[src/rtl/bus_timer_if.sv]
// rtl/bus_timer_if.sv - CPU bus bundle between the 65C02 and the bus_timer responder
interface bus_timer_if;
    logic [15:0] AD;
    logic [7:0]  DI;
    logic        WE;
    logic        RDY;
    logic [7:0]  DO;
    logic        IRQ;

    modport master (
        output AD, DI, WE, RDY,
        input  DO, IRQ
    );

    modport slave (
        input  AD, DI, WE, RDY,
        output DO, IRQ
    );
endinterface

[src/rtl/bus_timer.sv]
// rtl/bus_timer.sv - memory-mapped 16-bit countdown timer with IRQ; optional TIMER_LATCH_EN shadow for coherent CNTL/CNTH reads
module bus_timer #(
    parameter logic [15:0] BASE = 16'hFE00
) (
    input  logic       clk,
    input  logic       rst,
    bus_timer_if.slave bus
);

    logic [2:0]  reg_addr;
    logic        sel;
    logic        wr;
    logic        rd;

    logic [15:0] counter;
    logic [15:0] reload;
    logic [7:0]  pre;
    logic [7:0]  presc;
    logic        en;
    logic        auto_rl;
    logic        ie;
    logic        tf;

    logic        tick;
    logic        relh_wr;
    logic        expire;
    logic [7:0]  cnth;
    logic [7:0]  rdata;

    assign reg_addr = bus.AD[2:0];
    assign sel      = (bus.AD[15:3] == BASE[15:3]) && bus.RDY;
    assign wr       = sel && bus.WE;
    assign rd       = sel && !bus.WE;

    // A RELH load restarts the count, so any tick landing on the same edge is dropped
    assign tick     = en && (presc == 8'd0);
    assign relh_wr  = wr && (reg_addr == 3'd3);
    assign expire   = tick && !relh_wr && (counter == 16'd0);

`ifdef TIMER_LATCH_EN
    logic [7:0] shadow;

    // Capture the high byte when CNTL is read so the following CNTH read is coherent
    always_ff @(posedge clk or posedge rst) begin
        if (rst) begin
            shadow <= 8'd0;
        end else if (rd && (reg_addr == 3'd0)) begin
            shadow <= counter[15:8];
        end
    end

    assign cnth = shadow;
`else
    assign cnth = counter[15:8];
`endif

    // Register read mux; unused bits and the spare slot read as zero
    always_comb begin
        rdata = 8'h00;
        case (reg_addr)
            3'd0:    rdata = counter[7:0];
            3'd1:    rdata = cnth;
            3'd2:    rdata = reload[7:0];
            3'd3:    rdata = reload[15:8];
            3'd4:    rdata = {5'b00000, ie, auto_rl, en};
            3'd5:    rdata = pre;
            3'd6:    rdata = {7'b0000000, tf};
            default: rdata = 8'h00;
        endcase
    end

    // Registered bus outputs: DO is zero after any non-read so it can be OR-muxed
    always_ff @(posedge clk or posedge rst) begin
        if (rst) begin
            bus.DO  <= 8'h00;
            bus.IRQ <= 1'b0;
        end else begin
            bus.DO  <= rd ? rdata : 8'h00;
            bus.IRQ <= tf && ie;
        end
    end

    // Timer state: register writes, prescaler, counter and expiry flag
    always_ff @(posedge clk or posedge rst) begin
        if (rst) begin
            counter <= 16'd0;
            reload  <= 16'd0;
            pre     <= 8'd0;
            presc   <= 8'd0;
            en      <= 1'b0;
            auto_rl <= 1'b0;
            ie      <= 1'b0;
            tf      <= 1'b0;
        end else begin
            if (wr) begin
                case (reg_addr)
                    3'd2:    reload[7:0]        <= bus.DI;
                    3'd3:    reload[15:8]       <= bus.DI;
                    3'd4:    {ie, auto_rl, en}  <= bus.DI[2:0];
                    3'd5:    pre                <= bus.DI;
                    default: ;
                endcase
            end

            if (relh_wr) begin
                presc <= pre;
            end else if (en) begin
                presc <= (presc == 8'd0) ? pre : presc - 8'd1;
            end

            if (relh_wr) begin
                counter <= {bus.DI, reload[7:0]};
            end else if (tick) begin
                if (counter != 16'd0) begin
                    counter <= counter - 16'd1;
                end else if (auto_rl) begin
                    counter <= reload;
                end
            end

            // One-shot expiry disables the timer even if CTRL is written on the same edge
            if (expire && !auto_rl) begin
                en <= 1'b0;
            end

            // Setting TF has priority over a simultaneous software clear
            if (expire) begin
                tf <= 1'b1;
            end else if (wr && (reg_addr == 3'd6) && bus.DI[0]) begin
                tf <= 1'b0;
            end
        end
    end

endmodule

[src/flat_wrapper.sv]
// flat-port wrapper written by rule: the top's interface ports become plain ports
module bus_timer_flat 
#(
    parameter logic [15:0] BASE = 16'hFE00
)
  (clk, rst, bus_AD, bus_DI, bus_WE, bus_RDY, bus_DO, bus_IRQ);
  bus_timer_if bus_i ();
  input  logic clk;
  input  logic rst;
  input wire logic [$bits(bus_i.AD)-1:0] bus_AD;
  input wire logic [$bits(bus_i.DI)-1:0] bus_DI;
  input wire logic [$bits(bus_i.WE)-1:0] bus_WE;
  input wire logic [$bits(bus_i.RDY)-1:0] bus_RDY;
  output wire logic [$bits(bus_i.DO)-1:0] bus_DO;
  output wire logic [$bits(bus_i.IRQ)-1:0] bus_IRQ;
  assign bus_i.AD = bus_AD;
  assign bus_i.DI = bus_DI;
  assign bus_i.WE = bus_WE;
  assign bus_i.RDY = bus_RDY;
  assign bus_DO = bus_i.DO;
  assign bus_IRQ = bus_i.IRQ;
  bus_timer #(.BASE(BASE)) u_core (.clk(clk), .rst(rst), .bus(bus_i));
endmodule
[config.mk]
export PLATFORM = sky130hd
export DESIGN_NAME = bus_timer_flat
export DESIGN_NICKNAME = d
export VERILOG_FILES = /design/src/rtl/bus_timer_if.sv /design/src/rtl/bus_timer.sv /design/src/flat_wrapper.sv
export SDC_FILE = /design/constraint.sdc
export NUM_CORES = 1
export LEC_CHECK = 0
export ABC_AREA = 1
export CORE_MARGIN = 2
export CORE_UTILIZATION = 30
export DETAILED_ROUTE_END_ITERATION = 8
export SYNTH_ARGS = -nofsm -noshare
export SYNTH_HDL_FRONTEND = slang
export SYNTH_SLANG_ARGS = --single-unit
[constraint.sdc]
create_clock -name clk -period 2.8 [get_ports clk]
set_input_delay 0.84 -clock clk [delete_from_list [all_inputs] [get_ports clk]]
set_output_delay 0.84 -clock clk [all_outputs]
set_load 0.02 [all_outputs]
### Word-level counts from Yosys, hierarchy flattened

Index checks and enable logic that the tools add are counted.

| cells by class | value |
|---|---|
| add/subtract/negate cells | 2 |
| multiply operators | 0 |
| divide/modulo/power cells | 0 |
| $lt $le $gt $ge | 0 |
| equality and inequality tests | 7 |
| shifts and indexed selects | 0 |
| muxes and demuxes | 14 |
| bitwise operators | 0 |
| reduce and logical (&&, ||, !) cells | 30 |

Operator list:

| operator | number |
|---|---|
| $mux 16 | 4 |
| $pmux 8 s7 | 1 |
| $mux 8 | 4 |
| $logic_not 16->1 | 1 |
| $reduce_bool 16->1 | 1 |
| $sub 16x1->16 const B | 1 |
| $eq 13x13->1 const B | 1 |
| $reduce_and 2->1 | 6 |
| $logic_and 1x1->1 | 11 |
| $reduce_bool 2->1 | 5 |
| $eq 3x3->1 const B | 3 |
| $logic_not 8->1 | 1 |
| $sub 8x1->8 const B | 1 |
| $eq 3x2->1 const B | 2 |
| $mux 1 | 5 |
| $eq 3x1->1 const B | 1 |
| $logic_not 1->1 | 3 |
| $logic_not 3->1 | 1 |
| $reduce_bool 3->1 | 1 |

| word-level totals | value |
|---|---|
| register bits after elaboration | 61 |
| latch bits | 0 |
| RAM bits | 0 |
| memory bits (read-only) | 0 |
| output and inout port bits | 9 |
| memories kept | 0 |

### Depth between registers and ports, before layout

| depth | value |
|---|---|
| word-level depth | 10 |
| mapped depth | 11 |
| mapped depth without buffers | 10 |

### Worst setup path before layout

Ideal clock, no wire load.

| timing path | value |
|---|---|
| kind | in2reg |
| from | in bus_AD[6] |
| to | reg u_core.pre[0] |
| setup time | 118 ps |
| arrival | 1900 ps |
| required time | 2682 ps |
| setup slack | 782 ps |
| cell stages on the path | 9 |
| buffers on the path | 2 |
| cell sequence | nor2_1 -> nand3_1 -> nor2_4 -> nand2_2 -> or2_1 -> buf_6 -> buf_6 -> nand2_1 -> o21ai_2 |

| between the ends | value |
|---|---|
| word-level cells in the longest chain between the ends | 4 |

RTL lines:

| what | RTL line | source |
|---|---|---|
| start, declared | flat_wrapper.sv:10 | `input wire logic [$bits(bus_i.AD)-1:0] bus_AD;` |
| $eq 13x13->1 | bus_timer.sv:31 | `assign sel = (bus.AD[15:3] == BASE[15:3]) && bus.RDY;` |
| $logic_and 1x1->1 | bus_timer.sv:31 |  |
| $logic_and 1x1->1 | bus_timer.sv:32 | `assign wr = sel && bus.WE;` |
| $reduce_and 2->1 (no line) | - |  |
| end signal, assigned | bus_timer.sv:100 | `3'd5: pre <= bus.DI;` |
| end, declared | bus_timer.sv:17 | `logic [7:0] pre;` |

Every way passes these cells.
A chain may end at the register's enable or synchronous reset.

### Final worst setup path

Ends and elaborated chain as after synthesis.

==> metrics.md <==
| Metric | Value |
|---|---|
| Synth cell count leaders | nand2_1 (173), inv_1 (76), nand3_1 (71), dfrtp_1 (61), nor2_1 (44) |
| Slew headroom | roughly two thirds |
| Buffer count from post-CTS setup fixing | 0 |
| Top cell family by delay on the critical path | simple AND/OR/NAND/NOR gates |
| Pin count of the biggest net entering global routing | 42 |
| Hold WS | 0.463 ns |
| Placed cell count | 763 |
| Cell Area, Synth | 3840 µm² |
| Worst slew pin tran | about 0.5 ns |
| Post-synth top area share | 39.8% |
| Syn avg cell area | 7.04 µm² |
| Worst-path fanout max | 12 |
| R2R cell count | 10 |
| Hold Buf Count CTS | 0 |
| Pwr/cell area | approximately 440 nW/µm² |
| Nets | between 600 and 700 |
| Rows | 41 |
| WL/cell | 14.9 µm |
| Synth Area in Compound Gates | 9.26% |
| Clock Skew | roughly 0.0068 ns |
| Fin. max-slew vios | 0 |
| Post-Synth Simple-Gate Area | 38.3% |
| Fin crit period | 2.32 ns |
| Routability cong. | 0.919 |
| Antenna violations before repair | 0 |
| Leakage | 0.00224 µW |
| CTS-repair resized insts | 0 |
| Area Growth Syn to Fin | 24.9% |
| RSZ-0062 raised after global routing | no |
| Final non-filler cell area | about 4800 µm² |
| Distinct cells, synth | 33 |
| CP max stage delay | about 0.42 ns |
| Synth top area cells | dfrtp_1 (40%), nand2_1 (17%), nand3_1 (9.3%) |
| Crit-path cells | clkdlybuf4s50_1, nor2_1, nand3_1, nor2_4, nand2_2, or2_1, buf_12, nand2_1, o21ai_2 |
| Worst Path Arrival | 2.55 ns |
| Fmax | 431 MHz |
| Finished Layout Cells | about 780 |
| Clock buffer count from CTS | 9 |
| Critical path capture point type | flop |
| Die area | 13700 µm² |
| Seq cells post-synth | 61 |
| Xor/xnor share of the synthesized area | around 1.4% |
| Hold path depth | 2 |
| Worst ir drop on vdd | 0.000189 V |
| Share of synthesized area spent on multiplexers | 0% |
| Status | finished clean |
| Total GRT Usage | 18.3% |
| CTS tree | built |
| Reg2reg start | u_core.presc[0] |
| HP Start | u_core.ie |
| CTS Buffer Depth | 2 |
| Clock Latency Late Sink | between 0.3 and 0.4 ns |
| Main combinational cell family by area after synthesis | simple AND/OR/NAND/NOR gates |
| Remaining antenna violation count after routing | 0 |
| Area of the core | 12600 µm² |
| Final core occ | 38.1% |
| Most area-hungry cell type in the Yosys netlist | dfrtp_1 |
| Final period util | ~83% |
| Post-DP HPWL | between 8 and 9 mm |
| YS warnings | 0 |
| Ant. Diodes | 0 |
| I/O Pins | 37 |
| Final Setup Violations | 0 |
| Vias post-DR | 3775 |
| GRT overflow | 0 |
| Proportion of layout cells with a drive suffix above 1 | roughly an eighth |
| Die height | 117 µm |
| CTS root buf | clkbuf_16 |
| Worst path depth | 9 |
| Final wirelength | 11.6 mm |
| Ys flop type | dfrtp_1 |
| Final hold viol count | 0 |
| Initial DRC Count | between 200 and 300 |
| CP startpoint | bus_AD[6] |
| Die X | 117 µm |
| Adder-cell share of the synthesized area | under 10% |
| Setup TNS | 0 ns |
| Drt drc | 0 |
| CP Buf/Inv Count | 2 |
| Synth async-reset ratio | 100% |
| Setup CP Type | in -> reg |
| Area after DPL | 4500 µm² |
| First-pass GRT wire length | roughly 19 mm |
| Hold crit path type | reg -> reg |
| Routed vias/inst | 4.85 |
| Post-synth EDFFs | 0 |
| Max-cap viol count | 0 |
| DR pass1 iterations | 4 |
| H-tree levels | 3 |
| CP max stage cell | clkdlybuf4s50_1 |
| Input/output buffers | 36 |
| Setup crit start kind | input pin |
| Cell count after synthesis | 545 |
| Post-Synthesis Net Count | 577 |
| Sequential share of the synthesized area | 39.8% |
| Clk slew on worst S/H paths | ~0.06 ns |
| CTS sink count | 61 |
| Initial core utilization | 30.5% |
| Worst EP required | about 3.0 ns |
| Count leader, synth | nand2_1 |
| Vias in the first global route | around 3700 |
## power breakdown
part | internal (µW) | switching (µW)
Clock | 683 | 418
Combinational | 55.0 | 70.3
Sequential | 883 | 1.30
## cells in the final DEF (no fill, tap or decap)
master,instances
nand3_4,2
clkinvlp_4,1
or2_2,3
nand4_2,1
inv_2,7
nor3_1,3
buf_12,2
or2_1,1
ha_1,4
clkbuf_16,9
clkdlybuf4s50_1,36
bufinv_16,1
nand2_2,2
clkinv_2,2
nand3_1,71
o22ai_1,12
buf_4,17
clkinv_4,2
xnor2_1,3
nor2_2,5
nor2_4,3
nand3_2,3
nand2_1,173
nand4_1,8
nand2_4,3
nand3b_1,1
xor2_1,3
inv_1,75
a21oi_1,7
o311ai_1,1
o21ai_0,25
dfrtp_1,61
a31oi_1,3
o21bai_1,3
nor3b_2,1
o21ai_2,8
nor2_1,44
## registers in the layout, indices dropped and copies added (netlist names)
register / flops
u_core.auto_rl: 1
u_core.bus.DO: 8
u_core.bus.IRQ: 1
u_core.counter: 16
u_core.en: 1
u_core.ie: 1
u_core.pre: 8
u_core.presc: 8
u_core.reload: 16
u_core.tf: 1
## kinds of logic after synthesis
| logic type | Yosys count |
|---|---|
| adder cells (fa/ha/maj) | 4 |
| AO/OA/AOI/OAI | 59 |
| flip-flops | 61 |
| buffers and inverters | 91 |
| AND/OR/NAND/NOR | 324 |
| XOR/XNOR | 6 |
## worst reg2reg max path: stages (launching register included)
cell	delay, ns
dfrtp_1	0.40
inv_1	0.11
ha_1	0.17
nor3b_2	0.24
nand3_4	0.19
nor2_4	0.17
nand2_4	0.14
nand2_4	0.19
inv_2	0.12
nand2_1	0.08
nand2_1	0.05
## through the flow
step           worst slack, ns  total power, µW
6_report                 0.479             2110
4_1_cts                  0.475             2130
5_1_grt                  0.343             2170
3_3_place_gp             0.212             1020
3_5_place_dp             0.142             1030
2_1_floorplan            0.447              945
## metal layers
metal,track usage [%],up-vias,wire length (µm)
met2,28.0,98,5210
met3,3.19,23,600
li1,-,1857,-
met5,0,-,0
met1,25.7,1797,5510
met4,7.29,0,270
## path summary, 6_finish.rpt
check / to / slack, ns
min reg2reg: u_core.bus.IRQ / 0.46
max in group asynchronous: u_core.pre[4] / 1.35
min: u_core.bus.IRQ / 0.46
min in group asynchronous: u_core.presc[4] / 0.85
max: u_core.pre[0] / 0.48
max reg2reg: u_core.counter[1] / 0.83
## final cells by class
type,count,area (µm²)
well taps,172,215
inverters,82,308
clock buffers,9,225
clock inverters,6,65.1
fillers,1323,7770
repair buffers,55,528
multi-input cells,393,1930
flip-flops and latches,61,1530
(Power assumes the default switching activity.)
